**src/rtl/counter_pkg.sv**
```systemverilog
// counter_pkg: state encoding and default width shared by the up and down counters
package counter_pkg;
  typedef enum logic [1:0] {
    IDLE = 2'b00,
    RUN  = 2'b01,
    DONE = 2'b10
  } cnt_state_t;
  localparam int CNT_WIDTH = 32;
endpackage

```
**src/rtl/down_counter_32bit.sv**
```systemverilog
// down_counter_32bit: loadable down counter/timer with one-shot or auto-reload underflow
//   clk, rst (async, active high)
//   enable      decrement qualifier, acts only in RUN
//   load        load strobe; captures load_value and auto_reload, enters RUN
//   load_value  start/reload value
//   auto_reload 1 = periodic, 0 = one-shot
//   stop        abort strobe, returns to IDLE
//   count       registered count value
//   underflow   one-cycle pulse when an enabled decrement hits zero
//   busy        state is RUN
//   done        state is DONE (one-shot expired)
module down_counter_32bit
  import counter_pkg::*;
#(
  parameter int WIDTH = CNT_WIDTH
) (
  input  logic             clk,
  input  logic             rst,
  input  logic             enable,
  input  logic             load,
  input  logic [WIDTH-1:0] load_value,
  input  logic             auto_reload,
  input  logic             stop,
  output logic [WIDTH-1:0] count,
  output logic             underflow,
  output logic             busy,
  output logic             done
);
  cnt_state_t       state, state_n;
  logic [WIDTH-1:0] reload_reg, count_n;
  logic             mode_reg, fire, hold;
  // fire: an enabled cycle at zero in RUN that no higher-priority strobe overrides
  always_comb begin
    fire    = state == RUN && enable && count == '0 && !load && !stop;
    hold    = stop || state != RUN || !enable;
    state_n = load ? RUN : stop ? IDLE : fire ? (mode_reg ? RUN : DONE) : state;
    count_n = load ? load_value : hold ? count :
              count == '0 ? (mode_reg ? reload_reg : '0) : count - 1'b1;
  end
  always_ff @(posedge clk or posedge rst) begin
    if (rst) begin
      state      <= IDLE;
      count      <= '0;
      reload_reg <= '0;
      mode_reg   <= 1'b0;
      underflow  <= 1'b0;
    end else begin
      state     <= state_n;
      count     <= count_n;
      underflow <= fire;
      if (load) begin
        reload_reg <= load_value;
        mode_reg   <= auto_reload;
      end
    end
  end
  assign busy = state == RUN;
  assign done = state == DONE;
endmodule

```
**config.mk**
```make
export PLATFORM = sky130hd
export DESIGN_NAME = down_counter_32bit
export DESIGN_NICKNAME = d
export VERILOG_FILES = /design/src/rtl/counter_pkg.sv /design/src/rtl/down_counter_32bit.sv
export SDC_FILE = /design/constraint.sdc
export NUM_CORES = 1
export LEC_CHECK = 0
export CAP_MARGIN = 10
export CORE_MARGIN = 8
export CORE_UTILIZATION = 47
export CTS_CLUSTER_SIZE = 25
export DETAILED_ROUTE_END_ITERATION = 12
export PLACE_DENSITY_LB_ADDON = 0.1
export SYNTH_ARGS = -nofsm -noshare
export SYNTH_HDL_FRONTEND = slang
export SYNTH_SLANG_ARGS = --single-unit
```
**constraint.sdc**
```tcl
create_clock -name clk -period 2.5 [get_ports clk]
set_input_delay 0.375 -clock clk [delete_from_list [all_inputs] [get_ports clk]]
set_output_delay 0.375 -clock clk [all_outputs]
set_load 0.01 [all_outputs]
```
Word-level counts from Yosys, hierarchy flattened
Index checks and enable logic that the tools add are counted.

$add $sub $neg: 1. Equal/unequal tests: 4. Reductions and logical operators: 11. Multiplexer cells: 8.

Operators with widths (count): $mux W32 (4); $logic_not A32 Y1 (1); $sub A32 B1 Y32 const B (1); $mux W2 (4); $logic_and A1 B1 Y1 (4); $logic_not A1 Y1 (3); $reduce_bool A3 Y1 (1); $eq A2 B1 Y1 const B (1); $eq A2 B2 Y1 const B (1); $logic_or A1 B1 Y1 (2); $ne A2 B1 Y1 const B (1); $ne A2 B2 Y1 const B (1).

Register bits: 68. Input port bits: 38. Logic and storage cells: 29. Output and inout port bits: 35.

Longest topological paths before layout
Gate-level depths: netlist of run 1.

Depth after elaboration: 8. Gate-level depth with buffers: 9. Mapped depth without buffers: 8.

Worst setup path after synthesis of run 1
OpenSTA, ideal clock, no wires.

Path type: register -> register. From: register count[0]. To: register count[22]. Path slack: -66 ps. Data required time: 2369 ps. Setup time: 131 ps. Cell stages (with the launch flop): 10. Data arrival time: 2435 ps. Path buffers: 1. Clock period less this slack: 2566 ps. Cell sequence: dfrtp_1 > inv_1 > ha_1 > nor3b_1 > nand4_1 > or3_1 > buf_2 > o41ai_1 > a21oi_1 > or3_1.

Longest elaborated chain between the ends: 4. Elaborated cells on any way between the ends: 5. Those cells by class: 1 x add/sub; 3 x mux; 1 x reduce/logical.

RTL lines: from (decl) (line down_counter_32bit.sv:24) `output logic [WIDTH-1:0] count,`; from (signal assigned) (line down_counter_32bit.sv:49) `count <= count_n;`; $sub A32 B1 Y32 / $logic_not A32 Y1 (equally long branches) (line down_counter_32bit.sv:38) `count == '0 ? (mode_reg ? reload_reg : '0) : count - 1'b1;`; $mux W32 * (line down_counter_32bit.sv:38); $mux W32 * (2 in a row) (line down_counter_32bit.sv:37) `count_n = load ? load_value : hold ? count :`.

Every way passes the cells marked *; elsewhere a longest branch is shown, timed or not. The select of a mux whose other input is x is not followed. A chain may end at the register's enable or synchronous reset.

Worst setup path after layout of run 1
From: register count[7]. To: register count[2].

Longest elaborated chain between the ends: 4.

RTL lines (line): $logic_not A32 Y1 (down_counter_32bit.sv:38); $mux W32 (down_counter_32bit.sv:38); $mux W32 (2 in a row) (down_counter_32bit.sv:37).

Every way passes these cells. The select of a mux whose other input is x is not followed.

==> results of run 1 <==
## per-layer routing
layer	GRT usage [%]	vias to the layer above	routed length [microns]	part of all wire, %
met3	5.12	25	806	6.7
li1	-	1789	-	-
met4	8.94	0	248	2.0
met5	0	-	0	0
met2	34.3	150	5620	46
met1	28.7	1802	5420	45
## timing repair
action,in CTS,in global routing
resized for setup,0,4
endpoints found under the setup margin,0,7
hold buffers,0,0
## per-stage QoR
| stage | std cells | instance area (sq um) | total power, uW | util (%) | hold WS [ns] |
|---|---|---|---|---|---|
| 6_report | 637 | 5240 | 3050 | 67.5 | 0.403 |
| 5_1_grt | 636 | 5240 | 3190 | 67.5 | 0.458 |
| 4_1_cts | 636 | 5220 | 3060 | 67.2 | 0.416 |
| 3_5_place_dp | 620 | 5020 | 2120 | 64.6 | 0.455 |
| 3_3_place_gp | 620 | 5020 | 2110 | 64.6 | 0.449 |
| 2_1_floorplan | 409 | 3780 | 1700 | - | 0.437 |
## logic make-up (layout without fill, tap and decap cells)
| family | after synthesis | after routing | share of synthesized area (%) |
|---|---|---|---|
| buf+inv | 38 | 163 | 4.31 |
| simple gates | 164 | 164 | 21.9 |
| flops | 68 | 68 | 45.1 |
| compound gates | 114 | 114 | 21.5 |
| mux | 19 | 19 | 5.64 |
| xor+xnor | 4 | 4 | 0.928 |
| other cells | 0 | 1 | 0 |
| fa+ha+maj | 2 | 2 | 0.663 |
## power groups by stage
stage	clock, uW	sequential (uW)	combinational (uW)
finish	934	1320	789
global route	992	1340	859
global placement	0	1330	777
floorplan	0	1370	326
CTS	948	1320	789
detailed placement	0	1340	785
## synthesized netlist by cell type (3+ instances only)
master / count / area share [%]
a211o_1: 3 / 0.70
a21oi_1: 15 / 2.0
a222oi_1: 3 / 0.80
a22o_1: 7 / 1.6
a22oi_1: 5 / 0.99
a31oi_1: 9 / 1.5
buf_1: 4 / 0.40
buf_2: 4 / 0.53
clkbuf_1: 15 / 1.5
dfrtp_1: 68 / 45
inv_1: 13 / 1.3
mux2_2: 18 / 5.4
nand2_1: 61 / 6.1
nand3_1: 14 / 1.9
nand4_1: 6 / 0.99
nor2_1: 22 / 2.2
nor2b_1: 3 / 0.50
nor3_1: 17 / 2.3
nor4_1: 12 / 2.0
o211ai_1: 8 / 1.6
o21ai_0: 23 / 3.1
o21ai_1: 5 / 0.66
o31ai_1: 4 / 0.80
o41ai_1: 5 / 1.2
or3_1: 8 / 1.3
or4_1: 5 / 0.99
xnor2_1: 4 / 0.93
## critical path, cell delays in order (launching register included)
cell	delay [ns]
dfrtp_1	0.45
or4_4	0.56
or3_4	0.45
o31ai_4	0.25
buf_4	0.22
o21ai_0	0.09
a211o_1	0.30
## cell type report
| type | instances | share of cell area, % |
|---|---|---|
| Inverter | 13 | 0.931 |
| Multi-Input combinational cell | 303 | 37.0 |
| Timing Repair Buffer | 134 | 23.3 |
| Sequential cell | 68 | 32.5 |
| Clock inverter | 6 | 1.22 |
| Antenna cell | 1 | 0.0477 |
| Clock buffer | 10 | 2.63 |
| Tap cell | 102 | 2.43 |
## path summary, 6_finish.rpt
check / depth (start not counted) / endpoint / from / slack, ns
min in group clk: 2 / reload_reg[13]$_DFFE_PP0P_ / reload_reg[13]$_DFFE_PP0P_ / 0.47
max in group asynchronous: 3 / reload_reg[31]$_DFFE_PP0P_ / rst / 1.67
worst max-delay path: 6 / count[2]$_DFFE_PP0P_ / count[7]$_DFFE_PP0P_ / 0.06
worst min register to register: 2 / reload_reg[13]$_DFFE_PP0P_ / reload_reg[13]$_DFFE_PP0P_ / 0.47
worst min-delay path: 3 / count[17]$_DFFE_PP0P_ / rst / 0.40
worst max register to register: 6 / count[2]$_DFFE_PP0P_ / count[7]$_DFFE_PP0P_ / 0.06
==> impl_metrics.csv, run 1 <==
group,metric,value,unit
die,io_pins,73,
route,ant_nets,0,
pwr,pwr-share-comb,25.9,%
timing,setup_tns,0,ns
global_route,grt_pass1_wl,19.8,mm
die,rows,32,
yosys,yosys_warnings,0,
clock_tree,root_buffer,"clkbuf_8",
clock_tree,numCtsBuffers,9,
yosys,synth_area_per_cell,9.23,sq um
cells_and_area,mostFrequentLayoutCell,"clkdlybuf4s50_1",
timing,fin_ws,0.0614,ns
yosys,synth_edf_count,0,
pwr,switching_share,30.7,%
global_route,grt_pass1_vias,3802,
setup_path,crit_required,2.74,ns
place,pre_cts_slack,0.0998,ns
cells_and_area,drive_above_1_share,21.5,%
clock_tree,cts_setup_buffers,0,
die,die_x,106,microns
clock_tree,clk_pin_slew,0.08,ns
route,drt-total-wl,12.1,mm
pwr,vdd_drop_max,0.381,mV
global_route,antenna_found_initial,0,
pwr,seq_power_share,43.4,%
timing,relSlewSlack,65.9,%
cells_and_area,fillers,680,
route,routedWlPerCell,19.0,microns
flow_run,drv_cap,0,
pwr,p_clk_share,30.7,%
pwr,p_per_area,581,mW/mm^2
clock_tree,insertion_delay,0.36,ns
setup_path,worstSetupPathType,"reg2reg",
die,start_util,48.6,%
hold_path,min_path_type,"in2async",
cells_and_area,syn_to_final_growth,38.9,%
setup_path,cp.arrival,2.68,ns
timing,max_slew.worst_pin.slew,0.512,ns
global_route,grt_start_max_net_pins,46,
cells_and_area,multi_input_area,0.00194,sq mm
route,drcViolationCount,0,
setup_path,critPathMaxFanout,8,
die,dieArea,0.0112,sq mm
yosys,synth_cell_types,65,
timing,finalSetupViolCount,0,
yosys,async_reset_ff_share,100,%
place,portBuffers,72,
route,via_per_inst,5.91,
setup_path,critPathLaunchType,"register",
timing,post-route-min-period,2.44,ns
clock_tree,clock_path_buffers,2,
place,hpwlAfterDp,8.92,mm
timing,fmax,410,MHz
cells_and_area,fin_nets,569,
route,first_pass_iters,5,
yosys,synth_cells,409,
timing,finalCritPeriodShare,97.5,%
die,fp.dieH,106,microns
route,drt_iter0_markers,239,
yosys,syn-num-nets,449,
timing,rsz0062_at_grt,"no",
timing,report.final.slew_viol_count,0,
yosys,netlist_area,0.00377,sq mm
pwr,p_sw,934,uW
clock_tree,cts_tree,"done",
route,via_count,3766,
setup_path,cp-end-kind,"register",
yosys,ys_seq_elements,68,
status,status,"finished clean",
global_route,groute.usage.overall,22.0,%
clock_tree,htreeDepth,3,
yosys,ys_seq_area_share,45.1,%
pwr,leakage,0.00217,uW
global_route,grt_overflow,0,
timing,skew,0.0124,ns
timing,hold_viol,0,
clock_tree,clock-sinks,68,
cells_and_area,mostFrequentLayoutCells,"clkdlybuf4s50_1 (71), dfrtp_1 (68), nand2_1 (61), buf_4 (58), o21ai_0 (23)",
pwr,p_int,2110,uW
place,gp_congestion,0.912,
die,core,0.00777,sq mm
yosys,synth_flop_cell,"dfrtp_1",
cells_and_area,seq_area,0.00170,sq mm
No activity file was read; power rests on OpenSTA's default activity.
==> inputs of run 2 (changes only) <==
--- a/config.mk
+++ b/config.mk
@@ -11,6 +11,7 @@
 export CTS_CLUSTER_SIZE = 25
 export DETAILED_ROUTE_END_ITERATION = 12
 export PLACE_DENSITY_LB_ADDON = 0.1
+export SKIP_CTS_REPAIR_TIMING = 1
 export SYNTH_ARGS = -nofsm -noshare
 export SYNTH_HDL_FRONTEND = slang
 export SYNTH_SLANG_ARGS = --single-unit
==> results of run 2 <==
The final DEF is identical to that of run 1; final timing and power are the same.
==> inputs of run 3 (changes only) <==
--- a/config.mk
+++ b/config.mk
@@ -6,7 +6,6 @@
 export NUM_CORES = 1
 export LEC_CHECK = 0
 export CAP_MARGIN = 10
-export CORE_MARGIN = 8
 export CORE_UTILIZATION = 47
 export CTS_CLUSTER_SIZE = 25
 export DETAILED_ROUTE_END_ITERATION = 12
==> impl_metrics.csv, run 3 (synthesis results as in run 1) <==
group,metric,value,unit
setup_path,startpoint,"count[7]$_DFFE_PP0P_",
cells_and_area,seq_area,0.00170,sq mm
cells_and_area,mostFrequentLayoutCell,"clkdlybuf4s50_1",
route,first_pass_iters,6,
die,die_x,91.6,microns
global_route,grt_overflow,0,
timing,fmax,416,MHz
clock_tree,cts_tree,"done",
timing,setup_tns,0,ns
route,drcViolationCount,0,
global_route,antenna_found_initial,0,
cells_and_area,drive_above_1_share,20.4,%
clock_tree,clock_path_buffers,2,
pwr,switching_share,30.6,%
cells_and_area,diodes,0,
pwr,seq_power_share,45.1,%
clock_tree,root_buffer,"clkbuf_8",
cells_and_area,syn_to_final_growth,36.9,%
place,portBuffers,72,
die,dieArea,0.00839,sq mm
cells_and_area,fin_cells,631,
pwr,leakage,0.00215,uW
die,start_util,48.8,%
setup_path,reg2reg_setup_slack,0.1,ns
die,fp.dieH,91.6,microns
die,io_pins,73,
route,via_per_inst,6.15,
setup_path,reg2reg_depth,6,
route,via_count,3878,
die,rows,32,
setup_path,cp-end-kind,"register",
flow_run,drv_cap,0,
clock_tree,clock-sinks,68,
place,placed_area,0.00496,sq mm
status,status,"finished clean",
timing,post-route-min-period,2.40,ns
place,place_inst,616,
timing,hold_viol,0,
place,pre_cts_slack,0.0958,ns
pwr,p_per_area,568,mW/mm^2
setup_path,critPathLaunchType,"register",
cells_and_area,mostFrequentLayoutCells,"clkdlybuf4s50_1 (71), dfrtp_1 (67), nand2_1 (61), buf_4 (55), o21ai_0 (23)",
setup_path,r2r-end,"count[22]$_DFFE_PP0P_",
hold_path,min_path_type,"in2async",
setup_path,critPathMaxFanout,11,
timing,skew,0.00793,ns
place,gp_congestion,0.902,
place,hpwlAfterDp,8.42,mm
die,core,0.00773,sq mm
global_route,grt_pass1_vias,3698,
pwr,p_int,2040,uW
clock_tree,insertion_delay,0.34,ns
route,routedWlPerCell,18.6,microns
timing,report.final.slew_viol_count,0,
clock_tree,htreeDepth,3,
pwr,p_clk_share,27.8,%
route,drt-total-wl,11.7,mm
setup_path,critical_path.endpoint,"count[22]$_DFFE_PP0P_",
timing,max_slew.worst_pin.slew,0.496,ns
clock_tree,numCtsBuffers,9,
timing,relSlewSlack,66.6,%
setup_path,cp.arrival,2.62,ns
pwr,vdd_drop_max,0.307,mV
cells_and_area,fillers,657,
timing,finalCritPeriodShare,96.2,%
timing,rsz0062_at_grt,"no",
cells_and_area,final_area,0.00517,sq mm
timing,fin_ws,0.0961,ns
global_route,groute.usage.overall,28.8,%
route,ant_nets,0,
setup_path,worstSetupPathType,"reg2reg",
global_route,grt_pass1_wl,18.7,mm
cells_and_area,multi_input_area,0.00195,sq mm
setup_path,crit_required,2.72,ns
global_route,grt_start_max_net_pins,69,
cells_and_area,fin_nets,565,
clock_tree,clk_pin_slew,0.07,ns
timing,finalSetupViolCount,0,
pwr,pwr-share-comb,27.1,%
setup_path,rr_startpoint,"count[7]$_DFFE_PP0P_",
pwr,p_sw,898,uW
route,drt_iter0_markers,165,
[run 3: changes by cell type in the layout (fill, tap and decap cells not counted), moves of 2 or more]
| cell | before | now |
|---|---|---|
| nor2_1 | 20 | 22 |
| nor2_2 | 2 | 0 |
| buf_4 | 58 | 55 |
| buf_12 | 3 | 1 |
| clkinvlp_4 | 2 | 0 |
| clkbuf_1 | 0 | 2 |
[run 3: how the worst min path moves through the flow]
stage,start,endpoint,cells after the start
after detailed placement,reload_reg[18]$_DFFE_PP0P_,reload_reg[18]$_DFFE_PP0P_,2
after global routing,rst,count[18]$_DFFE_PP0P_,3
after CTS,rst,count[17]$_DFFE_PP0P_,3
final,rst,count[17]$_DFFE_PP0P_,3
after global placement,reload_reg[6]$_DFFE_PP0P_,reload_reg[6]$_DFFE_PP0P_,2
after floorplan,reload_reg[13]$_DFFE_PP0P_,reload_reg[13]$_DFFE_PP0P_,2
[run 3: critical path, cell delays in order (launching register included)]
cell and delay (ns):
dfrtp_2 0.44, or4_4 0.52, or3_4 0.45, o31ai_4 0.22, buf_6 0.19, a21oi_1 0.08, or3_1 0.37
[run 3: per-stage QoR]
step | hold WS [ns] | power [uW] | utilization, %
global route | 0.469 | 3070 | 66.9
detailed placement | 0.456 | 2120 | 64.2
finish | 0.430 | 2930 | 66.9
global placement | 0.449 | 2100 | 64.2
CTS | 0.447 | 2930 | 66.4
floorplan | 0.437 | 1700 | -
[run 3: layer usage]
metal / share of wire [%] / GRT usage [%] / vias to the layer above / routed length, microns
met2: 48 / 46.6 / 186 / 5660
met1: 43 / 38.1 / 1897 / 5040
met5: 0 / 0 / - / 0
met4: 2.0 / 10.1 / 0 / 238
li1: - / - / 1769 / -
met3: 6.8 / 6.37 / 26 / 798
[run 3: final cells by class]
class                   instances  share of cell area [%]
well taps                     102                    2.47
inverters                      13                   0.944
clock inverters                 2                   0.194
clock buffers                  13                    3.08
flip-flops and latches         68                    33.0
repair buffers                130                    22.7
multi-input cells             303                    37.7
[run 3: power groups by stage]
stage / combinational, uW / sequential [uW] / clock [uW]
finish: 796 / 1320 / 815
floorplan: 326 / 1370 / 0
global route: 858 / 1340 / 873
detailed placement: 781 / 1340 / 0
CTS: 786 / 1320 / 825
global placement: 766 / 1330 / 0
